## src/rtl/pe_ctrl_pkg.sv

```systemverilog
// Shared types and constants for the PE array kernel sequencer.
package pe_ctrl_pkg;

  typedef enum logic [2:0] {
    StIdle,
    StLoad,
    StStream,
    StDrain,
    StDone
  } pe_state_e;

  localparam int unsigned PE_ROWS     = 3;
  localparam int unsigned LOAD_CYCLES = 4;

  localparam logic [PE_ROWS-1:0] KER_LOAD_ROW0 = 3'b001;
  localparam logic [PE_ROWS-1:0] KER_LOAD_ROW1 = 3'b010;
  localparam logic [PE_ROWS-1:0] KER_LOAD_ROW2 = 3'b100;

  // Row data returns one cycle after its read, so phase p latches row p-1.
  function automatic logic [PE_ROWS-1:0] ker_row_strobe(input logic [1:0] phase);
    logic [PE_ROWS-1:0] strobe;
    strobe = '0;
    case (phase)
      2'd1:    strobe = KER_LOAD_ROW0;
      2'd2:    strobe = KER_LOAD_ROW1;
      2'd3:    strobe = KER_LOAD_ROW2;
      default: strobe = '0;
    endcase
    return strobe;
  endfunction

endpackage

```

## src/rtl/pe_valid_pipe.sv

```systemverilog
// PE_LAT-deep {valid, last} delay line matching the PE multiply latency.
module pe_valid_pipe #(
  parameter int unsigned PE_LAT = 1
) (
  input  logic clk,
  input  logic rst,
  input  logic valid_i,
  input  logic last_i,
  output logic valid_o,
  output logic last_o
);

  logic [PE_LAT-1:0] valid_q;
  logic [PE_LAT-1:0] last_q;

  always_ff @(posedge clk) begin
    if (rst) begin
      valid_q <= '0;
      last_q  <= '0;
    end else begin
      valid_q[0] <= valid_i;
      last_q[0]  <= last_i;
      for (int i = 1; i < int'(PE_LAT); i++) begin
        valid_q[i] <= valid_q[i-1];
        last_q[i]  <= last_q[i-1];
      end
    end
  end

  assign valid_o = valid_q[PE_LAT-1];
  assign last_o  = last_q[PE_LAT-1];

endmodule

```

## src/rtl/pe_array_ctrl.sv

```systemverilog
// Kernel sequencer for the 3x3 PE array: weight load, tile streaming, multiply-latency drain.
// Optional stall counter enabled by defining PE_ARRAY_CTRL_PERF_EN.
module pe_array_ctrl
  import pe_ctrl_pkg::*;
#(
  parameter int unsigned ADDR_W = 10,
  parameter int unsigned TILE_W = 16,
  parameter int unsigned PE_LAT = 1
) (
  input  logic               clk,
  input  logic               rst,
  input  logic               start,
  input  logic [ADDR_W-1:0]  wt_base,
  input  logic [TILE_W-1:0]  num_tiles,
  output logic               wt_rd_en,
  output logic [ADDR_W-1:0]  wt_rd_addr,
  output logic [PE_ROWS-1:0] ker_load,
  input  logic               act_valid,
  output logic               act_ready,
  output logic               mul_valid,
  output logic               mul_last,
  output logic               busy,
  output logic               done,
  output logic [TILE_W-1:0]  perf_stall
);

  localparam int unsigned       DrainW    = (PE_LAT > 1) ? $clog2(PE_LAT) : 1;
  localparam logic [DrainW-1:0] DrainLast = DrainW'(PE_LAT - 1);
  localparam logic [1:0]        PhaseLast = 2'(LOAD_CYCLES - 1);

  pe_state_e         state_q, state_d;
  logic [1:0]        phase_q;
  logic [ADDR_W-1:0] base_q;
  logic [TILE_W-1:0] tiles_q;
  logic [DrainW-1:0] drain_q;

  logic accept;
  logic fire;
  logic last_fire;

  assign accept    = (state_q == StIdle) && start;
  assign fire      = act_valid && act_ready;
  assign last_fire = fire && (tiles_q == TILE_W'(1));

  always_ff @(posedge clk) begin
    if (rst) begin
      state_q <= StIdle;
    end else begin
      state_q <= state_d;
    end
  end

  always_comb begin
    state_d = state_q;
    case (state_q)
      StIdle:   if (start) state_d = StLoad;
      StLoad: begin
        if (phase_q == PhaseLast) begin
          state_d = (tiles_q == '0) ? StDrain : StStream;
        end
      end
      StStream: if (last_fire) state_d = StDrain;
      StDrain:  if (drain_q == DrainLast) state_d = StDone;
      StDone:   state_d = StIdle;
      default:  state_d = StIdle;
    endcase
  end

  always_comb begin
    wt_rd_en   = 1'b0;
    wt_rd_addr = '0;
    ker_load   = '0;
    act_ready  = 1'b0;
    busy       = (state_q != StIdle);
    done       = 1'b0;
    case (state_q)
      StLoad: begin
        wt_rd_en   = (phase_q != PhaseLast);
        wt_rd_addr = wt_rd_en ? base_q + ADDR_W'(phase_q) : '0;
        ker_load   = ker_row_strobe(phase_q);
      end
      StStream: act_ready = 1'b1;
      StDone:   done = 1'b1;
      default:  ;
    endcase
  end

  always_ff @(posedge clk) begin
    if (rst) begin
      phase_q <= '0;
      base_q  <= '0;
      tiles_q <= '0;
      drain_q <= '0;
    end else begin
      if (accept) begin
        phase_q <= '0;
        base_q  <= wt_base;
        tiles_q <= num_tiles;
      end
      if (state_q == StLoad) phase_q <= phase_q + 2'd1;
      if (fire) tiles_q <= tiles_q - TILE_W'(1);
      drain_q <= (state_q == StDrain) ? drain_q + DrainW'(1) : '0;
    end
  end

  pe_valid_pipe #(
    .PE_LAT(PE_LAT)
  ) u_valid_pipe (
    .clk    (clk),
    .rst    (rst),
    .valid_i(fire),
    .last_i (last_fire),
    .valid_o(mul_valid),
    .last_o (mul_last)
  );

`ifdef PE_ARRAY_CTRL_PERF_EN
  logic [TILE_W-1:0] stall_q;

  always_ff @(posedge clk) begin
    if (rst) begin
      stall_q <= '0;
    end else if (accept) begin
      stall_q <= '0;
    end else if ((state_q == StStream) && !act_valid && (stall_q != '1)) begin
      stall_q <= stall_q + TILE_W'(1);
    end
  end

  assign perf_stall = stall_q;
`else
  assign perf_stall = '0;
`endif

endmodule

```

## config.mk

```make
export PLATFORM = sky130hd
export DESIGN_NAME = pe_array_ctrl
export DESIGN_NICKNAME = d
export VERILOG_FILES = /design/src/rtl/pe_ctrl_pkg.sv /design/src/rtl/pe_valid_pipe.sv /design/src/rtl/pe_array_ctrl.sv
export SDC_FILE = /design/constraint.sdc
export NUM_CORES = 1
export LEC_CHECK = 0
export CORE_ASPECT_RATIO = 0.7
export CORE_MARGIN = 1.5
export CORE_UTILIZATION = 42
export DETAILED_ROUTE_END_ITERATION = 8
export HOLD_SLACK_MARGIN = 0.02
export PLACE_DENSITY_LB_ADDON = 0.2
export SYNTH_ARGS = -nofsm -noshare
export SYNTH_HDL_FRONTEND = slang
export SYNTH_SLANG_ARGS = --single-unit
export TNS_END_PERCENT = 10
```

## constraint.sdc

```tcl
create_clock -name clk -period 1.7 [get_ports clk]
set_clock_uncertainty 0.2 [all_clocks]
set_input_delay 0.255 -clock clk [delete_from_list [all_inputs] [get_ports clk]]
set_output_delay 0.255 -clock clk [all_outputs]
set_load 0.01 [all_outputs]
```

==> impl_metrics.tcl <==
set metrics [dict create \
    grt_pass1_vias 2044 \
    drv_cap 0 \
    failed_checks "negative setup slack" \
    place_hpwl_um 4110 \
    cp.arrival_ns 1.77 \
    ios 65 \
    critical_path.max_fanout 2 \
    ir_worst_vdd_mv 0.384 \
    async_flop_share_pct 0 \
    coreArea_mm2 0.00478 \
    worstHoldStart "base_q[9]" \
    die-area_mm2 0.00543 \
    worstHoldPathType "reg2reg" \
    die_y_um 62.1 \
    cts-root-buf "clkbuf_8" \
    reg2reg_slack_ns -0.20 \
    grt_max_degree 21 \
    yosysSeqAreaShare_pct 32.5 \
    crit_type "reg2out" \
    cts_inserted_buffers 5 \
    synthFlopType "dfxtp_1" \
    cp-start-kind "flip-flop" \
    area_growth_pct 57.9 \
    fin_ws_ns -0.522 \
    rsz0062_at_grt "yes" \
    drv_slew 0 \
    portBuffers 48 \
    reg2reg_depth 8 \
    timing.final.crit_share_pct 131 \
    initial_utilization_pct 43.9 \
    crit_chain "ha_4 > fa_2 > nand4_1 > buf_4 > nor2_2 > xnor2_1 > nor2_1 > buf_2" \
    crit_required_ns 1.24 \
    wl_per_cell_um 13.8 \
    critPathTopFamily "adder cells" \
    drive_gt1_share_pct 36.7 \
    dieWidth_um 87.5 \
    finalPower_mw 2.13 \
    drc_errors 0 \
    powerDensity_mw_per_mm2 645 \
    hold_end "base_q[9]" \
    htreeDepth 2 \
    finalNetCount 403 \
    worst-path-buf-inv 2 \
    whs_path_depth 2 \
    ant_nets 0 \
    leakagePower_nw 1.35 \
    crit_path_end_kind "output pin" \
    cp_slowest_cell "fa_2" \
    syn-instance-count 263 \
    final_core_util_pct 69.2 \
    timing.final.hold_violations 0 \
    cts_buffer_depth 2 \
    synth.distinct_cells 53 \
    worstReg2RegEnd "state_q[0]" \
    synth_edf_count 0 \
    tns_ns -5.38 \
    cpPeakStageDelay_ns 0.35 \
    cts_num_sinks 34 \
    antenna_found_initial 0 \
    fmax_mhz 450 \
    ys_ff_latch 34 \
    gp_congestion 0.824 \
    status "finished, violations left" \
    clock_latency_ns 0.28 \
    drt-vias-per-instance 5.23 \
    routed_wirelength_um 6010 \
    setup_violations 32 \
    n_antenna_cell 0 \
    vias 2268 \
    synthesis.area_mm2 0.00210 \
    drt_iter0_drc 107 \
    cts_tree "done" \
    grt_pass1_wl_um 9830 \
    cts.reportedPaths.clkPinSlew_ns 0.07 \
    rr_startpoint "phase_q[0]" \
    fin_crit_ns 2.22 \
    yosysWarnings 0 \
    grtUsageTotal_pct 22.8 \
    syn_area_per_cell_um2 7.97 \
    dr.pass1.iters 4 \
    overflow 0 \
    rows 21 \
]
worst max-delay path by stage:
stage | slack [ns] | from | cells after the start | end
floorplan | -0.08 | phase_q[1] | 5 | wt_rd_addr[9]
global placement | -0.58 | phase_q[1] | 6 | wt_rd_addr[7]
detailed placement | -0.62 | phase_q[1] | 6 | wt_rd_addr[7]
CTS | -0.53 | phase_q[0] | 6 | wt_rd_addr[8]
global route | -0.64 | phase_q[0] | 8 | wt_rd_addr[6]
finish | -0.52 | phase_q[0] | 8 | wt_rd_addr[6]
layer usage:
layer	part of all wire, %	track usage, %	vias to the layer above
met1	49	33.8	1090
met5	0	0	-
met4	0.35	4.17	0
met3	4.2	3.99	2
li1	-	-	1111
met2	47	34.9	65
cell usage in the layout, fill, tap and decap left out, types with 3 or more instances in the layout:
cell type and count:
buf_6 11, buf_2 11, nor2_1 24, xnor2_1 5
clkdlybuf4s15_2 3, a32oi_1 3, clkdlybuf4s50_1 31, a22oi_1 3
a31oi_1 9, clkbuf_8 6, nor3_1 9, and3_1 4
nand2_1 30, nand3_1 6, or3_1 5, o21ai_0 5
inv_1 7, buf_4 50, a21oi_1 15, ha_4 3
dfxtp_1 25, nor3b_1 3, conb_1 16, dfxtp_2 7
ha_1 4
where the power goes:
group | internal, mW | switching, mW | leakage (nW)
registers | 0.844 | 0.0414 | 0.283
logic | 0.330 | 0.297 | 1.02
clock network | 0.327 | 0.295 | 0.0482
cell usage after synthesis, types with 2 or more instances:
cell,instances,area [um^2]
ha_1,8,100
a22oi_1,3,22.5
buf_2,6,30.0
a211oi_1,4,30.0
nor4_1,2,12.5
nor2_1,25,93.8
inv_1,9,33.8
dfxtp_1,34,681
and2_1,2,12.5
nor3b_1,5,37.5
and3_1,4,25.0
and4_1,2,17.5
a21oi_1,18,90.1
a311oi_1,2,17.5
nor2b_1,3,18.8
nand4_1,2,12.5
buf_4,17,128
o21ai_0,6,30.0
nor3_1,11,55.1
or3_1,5,31.3
a32oi_1,3,26.3
nand3b_1,2,15.0
o211ai_1,2,15.0
a21o_1,2,15.0
o311ai_0,2,17.5
xnor2_1,5,43.8
nand3_1,7,35.0
nand2_1,33,124
a31oi_1,9,56.3
clkbuf_1,7,26.3
cells by family after synthesis:
| family | Yosys count | share of synthesized area, % |
|---|---|---|
| AO/OA/AOI/OAI | 56 | 17.5 |
| XOR/XNOR | 6 | 2.51 |
| adder cells (fa/ha/maj) | 9 | 5.73 |
| buffers and inverters | 40 | 10.6 |
| flip-flops | 34 | 32.5 |
| multiplexers | 2 | 1.55 |
| other | 1 | 0.179 |
| AND/OR/NAND/NOR | 115 | 29.5 |
worst min-delay path, delay by kind of cell (launching register included):
kind	cells	cell delay (ns)
DFF	1	0.32
and+or+nand+nor	1	0.06
AOI/OAI and AO/OA	1	0.05
cell type report:
cell class | count | area [um^2]
tap | 69 | 86.3
timing repair buffer | 110 | 948
clock inverter | 1 | 5.00
fill | 406 | 1470
inverter | 9 | 36.3
multi-input combinational | 204 | 1450
sequential | 34 | 697
clock buffer | 7 | 86.3
per-stage QoR:
| step | area [um^2] | hold slack, ns | worst slack, ns | std cells |
|---|---|---|---|---|
| global placement | 3040 | 0.265 | -0.578 | 421 |
| floorplan | 2200 | 0.183 | -0.0801 | 278 |
| finish | 3310 | 0.278 | -0.522 | 434 |
| global route | 3310 | 0.292 | -0.641 | 434 |
| detailed placement | 3040 | 0.268 | -0.616 | 421 |
| CTS | 3220 | 0.278 | -0.531 | 432 |
state kept, by name, summed over array words and instances, names as in the netlist:
signal / cells
tiles_q: 16
base_q: 10
state_q: 3
phase_q: 2
drain_q: 1
u_valid_pipe.last_o: 1
u_valid_pipe.valid_o: 1
repair_timing:
| item | in CTS | in global routing |
|---|---|---|
| hold buffers | 0 | 0 |
| endpoints found under the hold margin | 0 | 0 |
| pin swaps | 16 | 13 |
| setup buffers | 3 | 2 |
| gates resized for setup | 83 | 32 |
| setup endpoints to repair | 46 | 45 |
Note: power is estimated with default switching activity, not from simulation.
